--- src/rtl/rr_arb_pkg.sv ---
// Shared types and sizes for the 16-way round-robin arbiter.
package rr_arb_pkg;

  localparam int NUM_REQ = 16;
  localparam int IDX_W   = 4;

  typedef enum logic {IDLE, GRANT} state_t;

  typedef logic [NUM_REQ-1:0] req_vec_t;
  typedef logic [IDX_W-1:0]   idx_t;

endpackage

--- src/rtl/rr_arbiter_16_if.sv ---
// Request/grant bundle. The master side is the arbiter, which drives the grants.
// The slave side is the requester/resource side.
interface rr_arbiter_16_if;
  import rr_arb_pkg::*;

  logic     enable;
  req_vec_t req;
  req_vec_t grant;
  idx_t     grant_idx;
  logic     grant_valid;
  logic     timeout;

  modport master (
    input  enable, req,
    output grant, grant_idx, grant_valid, timeout
  );

  modport slave (
    output enable, req,
    input  grant, grant_idx, grant_valid, timeout
  );
endinterface

--- src/rtl/pri_enc_16_4.sv ---
// Combinational 16-to-4 priority encoder: finds the lowest set bit.
// The valid output is gated by en.
module pri_enc_16_4
  import rr_arb_pkg::*;
(
  input  req_vec_t vec,
  input  logic     en,
  output idx_t     idx,
  output logic     valid
);

  // Scanning downward leaves the lowest set bit as the final assignment.
  always_comb begin
    idx = '0;
    for (int i = NUM_REQ - 1; i >= 0; i--) begin
      if (vec[i]) idx = IDX_W'(i);
    end
    valid = en & (|vec);
  end

endmodule

--- src/rtl/rr_arbiter_16.sv ---
// Round-robin arbiter for 16 requesters, with hold-while-requesting and a MAX_HOLD cap.
// All outputs are registered.
module rr_arbiter_16
  import rr_arb_pkg::*;
#(
  parameter int MAX_HOLD = 8,
  parameter int HOLD_W   = 8
) (
  input  logic           clk,
  input  logic           rst,
  rr_arbiter_16_if.master bus
);

  state_t            state_reg;
  idx_t              ptr_reg;
  logic [HOLD_W-1:0] hold_cnt_reg;
  req_vec_t          grant_reg;
  idx_t              grant_idx_reg;
  logic              grant_valid_reg;
  logic              timeout_reg;

  req_vec_t rotated;
  idx_t     offset;
  logic     offset_valid;
  idx_t     winner;
  logic     hold_at_max;
  logic     req_granted;

  // Rotate right by ptr so that the requester at ptr lands on bit 0.
  // The 4-bit index sum wraps naturally.
  genvar gi;
  generate
    for (gi = 0; gi < NUM_REQ; gi++) begin : g_rot
      assign rotated[gi] = bus.req[IDX_W'(gi) + ptr_reg];
    end
  endgenerate

  pri_enc_16_4 u_enc (
    .vec   (rotated),
    .en    (bus.enable),
    .idx   (offset),
    .valid (offset_valid)
  );

  assign winner      = offset + ptr_reg;
  assign hold_at_max = (hold_cnt_reg == HOLD_W'(MAX_HOLD - 1));
  assign req_granted = bus.req[grant_idx_reg];

  always_ff @(posedge clk) begin
    if (rst) begin
      state_reg       <= IDLE;
      ptr_reg         <= '0;
      hold_cnt_reg    <= '0;
      grant_reg       <= '0;
      grant_idx_reg   <= '0;
      grant_valid_reg <= 1'b0;
      timeout_reg     <= 1'b0;
    end else begin
      timeout_reg <= 1'b0;
      case (state_reg)
        IDLE: begin
          if (offset_valid) begin
            grant_reg       <= req_vec_t'(1) << winner;
            grant_idx_reg   <= winner;
            grant_valid_reg <= 1'b1;
            hold_cnt_reg    <= '0;
            state_reg       <= GRANT;
          end
        end
        GRANT: begin
          if (!req_granted || hold_at_max) begin
            grant_reg       <= '0;
            grant_idx_reg   <= '0;
            grant_valid_reg <= 1'b0;
            ptr_reg         <= grant_idx_reg + IDX_W'(1);
            // A still-requesting winner can only be released by the hold cap.
            timeout_reg     <= req_granted;
            state_reg       <= IDLE;
          end else begin
            hold_cnt_reg <= hold_cnt_reg + HOLD_W'(1);
          end
        end
        default: state_reg <= IDLE;
      endcase
    end
  end

  assign bus.grant       = grant_reg;
  assign bus.grant_idx   = grant_idx_reg;
  assign bus.grant_valid = grant_valid_reg;
  assign bus.timeout     = timeout_reg;

endmodule

--- src/flat_wrapper.sv ---
// flat-port wrapper written by rule: the top's interface ports become plain ports
module rr_arbiter_16_flat import rr_arb_pkg::*;
#(
  parameter int MAX_HOLD = 8,
  parameter int HOLD_W   = 8
)
  (clk, rst, bus_enable, bus_req, bus_grant, bus_grant_idx, bus_grant_valid, bus_timeout);
  rr_arbiter_16_if bus_i ();
  input  logic clk;
  input  logic rst;
  input wire logic [$bits(bus_i.enable)-1:0] bus_enable;
  input wire logic [$bits(bus_i.req)-1:0] bus_req;
  output wire logic [$bits(bus_i.grant)-1:0] bus_grant;
  output wire logic [$bits(bus_i.grant_idx)-1:0] bus_grant_idx;
  output wire logic [$bits(bus_i.grant_valid)-1:0] bus_grant_valid;
  output wire logic [$bits(bus_i.timeout)-1:0] bus_timeout;
  assign bus_i.enable = bus_enable;
  assign bus_i.req = bus_req;
  assign bus_grant = bus_i.grant;
  assign bus_grant_idx = bus_i.grant_idx;
  assign bus_grant_valid = bus_i.grant_valid;
  assign bus_timeout = bus_i.timeout;
  rr_arbiter_16 #(.MAX_HOLD(MAX_HOLD), .HOLD_W(HOLD_W)) u_core (.clk(clk), .rst(rst), .bus(bus_i));
endmodule
--- config.mk ---
export PLATFORM = sky130hd
export DESIGN_NAME = rr_arbiter_16_flat
export DESIGN_NICKNAME = d
export VERILOG_FILES = /design/src/rtl/rr_arb_pkg.sv /design/src/rtl/rr_arbiter_16_if.sv /design/src/rtl/pri_enc_16_4.sv /design/src/rtl/rr_arbiter_16.sv /design/src/flat_wrapper.sv
export SDC_FILE = /design/constraint.sdc
export NUM_CORES = 1
export LEC_CHECK = 0
export CAP_MARGIN = 25
export CORE_MARGIN = 5
export CORE_UTILIZATION = 55
export DETAILED_ROUTE_END_ITERATION = 7
export HOLD_SLACK_MARGIN = 0.06
export PLACE_DENSITY = 0.84
export SLEW_MARGIN = 5
export SYNTH_ARGS = -nofsm -noshare
export SYNTH_HDL_FRONTEND = slang
export SYNTH_SLANG_ARGS = --single-unit
--- constraint.sdc ---
create_clock -name clk -period 5.7 [get_ports clk]
set_clock_uncertainty 0.15 [all_clocks]
set_input_delay 1.425 -clock clk [delete_from_list [all_inputs] [get_ports clk]]
set_output_delay 1.425 -clock clk [all_outputs]
set_load 0.01 [all_outputs]
==> impl_metrics.tcl, run 1 <==
set metrics [dict create \
    clkTransAtPathRegs_ns 0.07 \
    post_cts_buffers 0 \
    period_minus_slack_ns 5.22 \
    crit_path_end_kind "flip-flop" \
    hold_class "flip-flop to flip-flop" \
    path_class "input port to flip-flop" \
    total_power_w 0.000829 \
    cts_tree "built" \
    dieArea_um2 6830 \
    rrSetupSlack_ns 1.08 \
    antenna_found_initial 0 \
    ios 41 \
    dr_total_vias 2325 \
    cts_root_buffer "clkbuf_8" \
    route.detailed.drc 0 \
    rows 26 \
    slew_violations 0 \
    nets 339 \
    final_util_pct 67.3 \
    worst-r2r-cell-count 16 \
    post-route-period-util_pct 91.5 \
    reg2reg_from "u_core.ptr_reg[1]" \
    cts_resized 0 \
    critPathLaunch "bus_req[12]" \
    synthFlopType "dfxtp_1" \
    pre_cts_ws_ns 0.190 \
    dp_hpwl_um 5030 \
    dp_cells 370 \
    grt_max_degree 24 \
    wl_um 6580 \
    clk_path_buf_depth 2 \
    holdBufCountCts 0 \
    die_y_um 82.7 \
    crit_required_ns 5.79 \
    grt_pass1_wl_um 10900 \
    avgSynthCellArea_um2 10.6 \
    coreArea_um2 5110 \
    cp_max_fo 8 \
    grt_use_total_pct 20.9 \
    route.detailed.wl_per_inst_um 17.4 \
    worstPathArrival_ns 5.31 \
    h-tree-depth 2 \
    synth.distinct_cells 56 \
    hp-start "u_core.bus.grant[12]" \
    synth-async-reset-ratio_pct 0 \
    clock_latency_ns 0.30 \
    fmaxAchievable_mhz 192 \
    antenna_left 0 \
    die_w_um 82.7 \
    ys_warn_count 0 \
    ys_ff_latch 35 \
    diodes 0 \
    drive_gt1_share_pct 19.2 \
    busiest_layer "met2" \
    finalHoldViolations 0 \
    rsz0062_at_grt "false" \
    largest_reg_flops 16 \
    setup-tns-final_ns 0 \
    slew_headroom_pct 41.0 \
    use_met3_pct 3.47 \
    status "completed" \
    grt_util_met1_pct 27.5 \
    crit_path_end "u_core.bus.grant[11]" \
    grt_pass1_vias 2267 \
    setup_viol 0 \
    p_leak_nw 1.23 \
    initial_core_util_pct 56.9 \
    grt_overflow_total 0 \
    worstMarginPinSlew_ns 0.882 \
    layout_setup_ws_ns 0.482 \
    timing.rr.end "u_core.bus.grant[11]" \
    area_delta_synth_final_pct 18.4 \
    grt_use_met2_pct 35.3 \
    cts.sinks 35 \
    netlist_area_um2 2900 \
    yosysSeqAreaShare_pct 24.1 \
    netlist_instances 274 \
    synth_fp_nets 306 \
    stdcell_count 378 \
    drt_iter0_markers 145 \
    portBuffers 40 \
    synth-edff-count 0 \
    place.gp.congestion 0.876 \
    routed_via_density 6.15 \
    pwr_density_cell_nw_per_um2 241 \
    cts_buffers 5 \
    fillers 414 \
    dr.pass1.iters 7 \
    peakVddDrop_mv 0.233 \
    worst_setup_path_start_kind "input port" \
    drv_cap 0 \
]
cells in the final DEF, fill, tap and decap left out, types with 2 or more instances in the layout:
cell / synthesis / layout
nor2_2: 3 / 3
a22o_1: 12 / 12
mux2i_1: 11 / 11
nand3b_1: 2 / 2
mux4_1: 2 / 2
a211oi_1: 2 / 2
nor3b_1: 6 / 6
a21oi_1: 20 / 20
o31ai_1: 2 / 2
o211ai_1: 2 / 2
mux2_2: 6 / 6
xor2_1: 10 / 10
nor3_1: 3 / 3
clkdlybuf4s50_1: 0 / 40
nand2_1: 22 / 22
ha_1: 12 / 12
o21ai_1: 2 / 2
nand3_1: 6 / 6
mux4_2: 27 / 27
o21ai_0: 3 / 3
xnor2_1: 6 / 6
clkbuf_8: 0 / 6
a21boi_0: 2 / 2
inv_1: 12 / 12
buf_4: 0 / 2
mux2_4: 2 / 2
or4_1: 2 / 2
nor2_1: 21 / 21
dfxtp_1: 35 / 35
worst max-delay path, cell delays in order:
cell             delay [ns]
clkdlybuf4s50_1        0.47
mux4_1                 0.59
mux4_2                 0.52
o211ai_1               0.18
a21oi_1                0.08
o311ai_0               0.28
nand2_1                0.11
and2_1                 0.17
ha_1                   0.26
a21o_1                 0.17
a21oi_1                0.16
xnor2_1                0.16
xnor2_4                0.34
nor2b_4                0.24
a22o_1                 0.15
cell families after synthesis:
group           count (synthesis)  synth area share, %
compound gates                 52                 13.5
xor+xnor                       17                 5.77
fa+ha+maj                      13                 5.86
buf+inv                        28                 4.57
flops                          35                 24.1
mux                            49                 30.3
simple gates                   80                 15.9
stage by stage:
step                hold slack, ns  cell area, um^2
global route                 0.341             3440
CTS                          0.311             3440
global placement             0.291             3320
detailed placement           0.302             3320
floorplan                    0.321             2900
finish                       0.306             3440
where the power goes:
group,internal (W),switching [W]
Sequential,0.000255,0.0000139
Combinational,0.000155,0.000172
Clock,0.000141,0.0000912
Total,0.000552,0.000277
cells in the mapped netlist (all sizes together), types with 7 or more instances:
cell type	number	area, um^2
ha	12	150
xnor2	7	80.1
a22o	12	105
mux4	29	661
dfxtp	35	701
buf	7	52.5
a21oi	21	116
inv	12	45.0
nor2	25	109
mux2	9	109
xor2	10	87.6
clkbuf	9	35.0
mux2i	11	110
nand2	22	82.6
layout make-up:
class	instances	area (um^2)	area share (%)
clock inverter	2	35.0	1.02
sequential	35	701	20.4
clock buffer	6	82.6	2.40
tap	70	87.6	2.55
multi-input combinational	211	2070	60.2
inverter	12	45.0	1.31
timing repair buffer	42	415	12.1
worst min path at each step:
stage | slack, ns | depth (start not counted) | endpoint
after global routing | 0.34 | 1 | u_core.bus.grant[5]
after CTS | 0.31 | 2 | u_core.bus.grant[12]
after detailed placement | 0.30 | 2 | u_core.bus.grant[14]
after floorplan | 0.32 | 2 | u_core.hold_cnt_reg[7]
final | 0.31 | 2 | u_core.bus.grant[12]
after global placement | 0.29 | 2 | u_core.bus.grant[14]
routing by layer:
layer	wire (um)	share of wire (%)
met3	347	5.3
met5	0	0
met2	3250	49
met1	2850	43
met4	129	2.0
No activity file was read; power rests on OpenSTA's default activity.
==> run 2, diff against run 1 <==
Settings changed: SLEW_MARGIN 5 to 25.
==> results of run 2 <==
Final layout, timing and power as in run 1 (identical DEF).
==> run 3, diff against run 2 <==
Settings changed: CTS_CLUSTER_SIZE from default to 40.
==> results of run 3 <==
Final layout, timing and power as in run 1 (identical DEF).
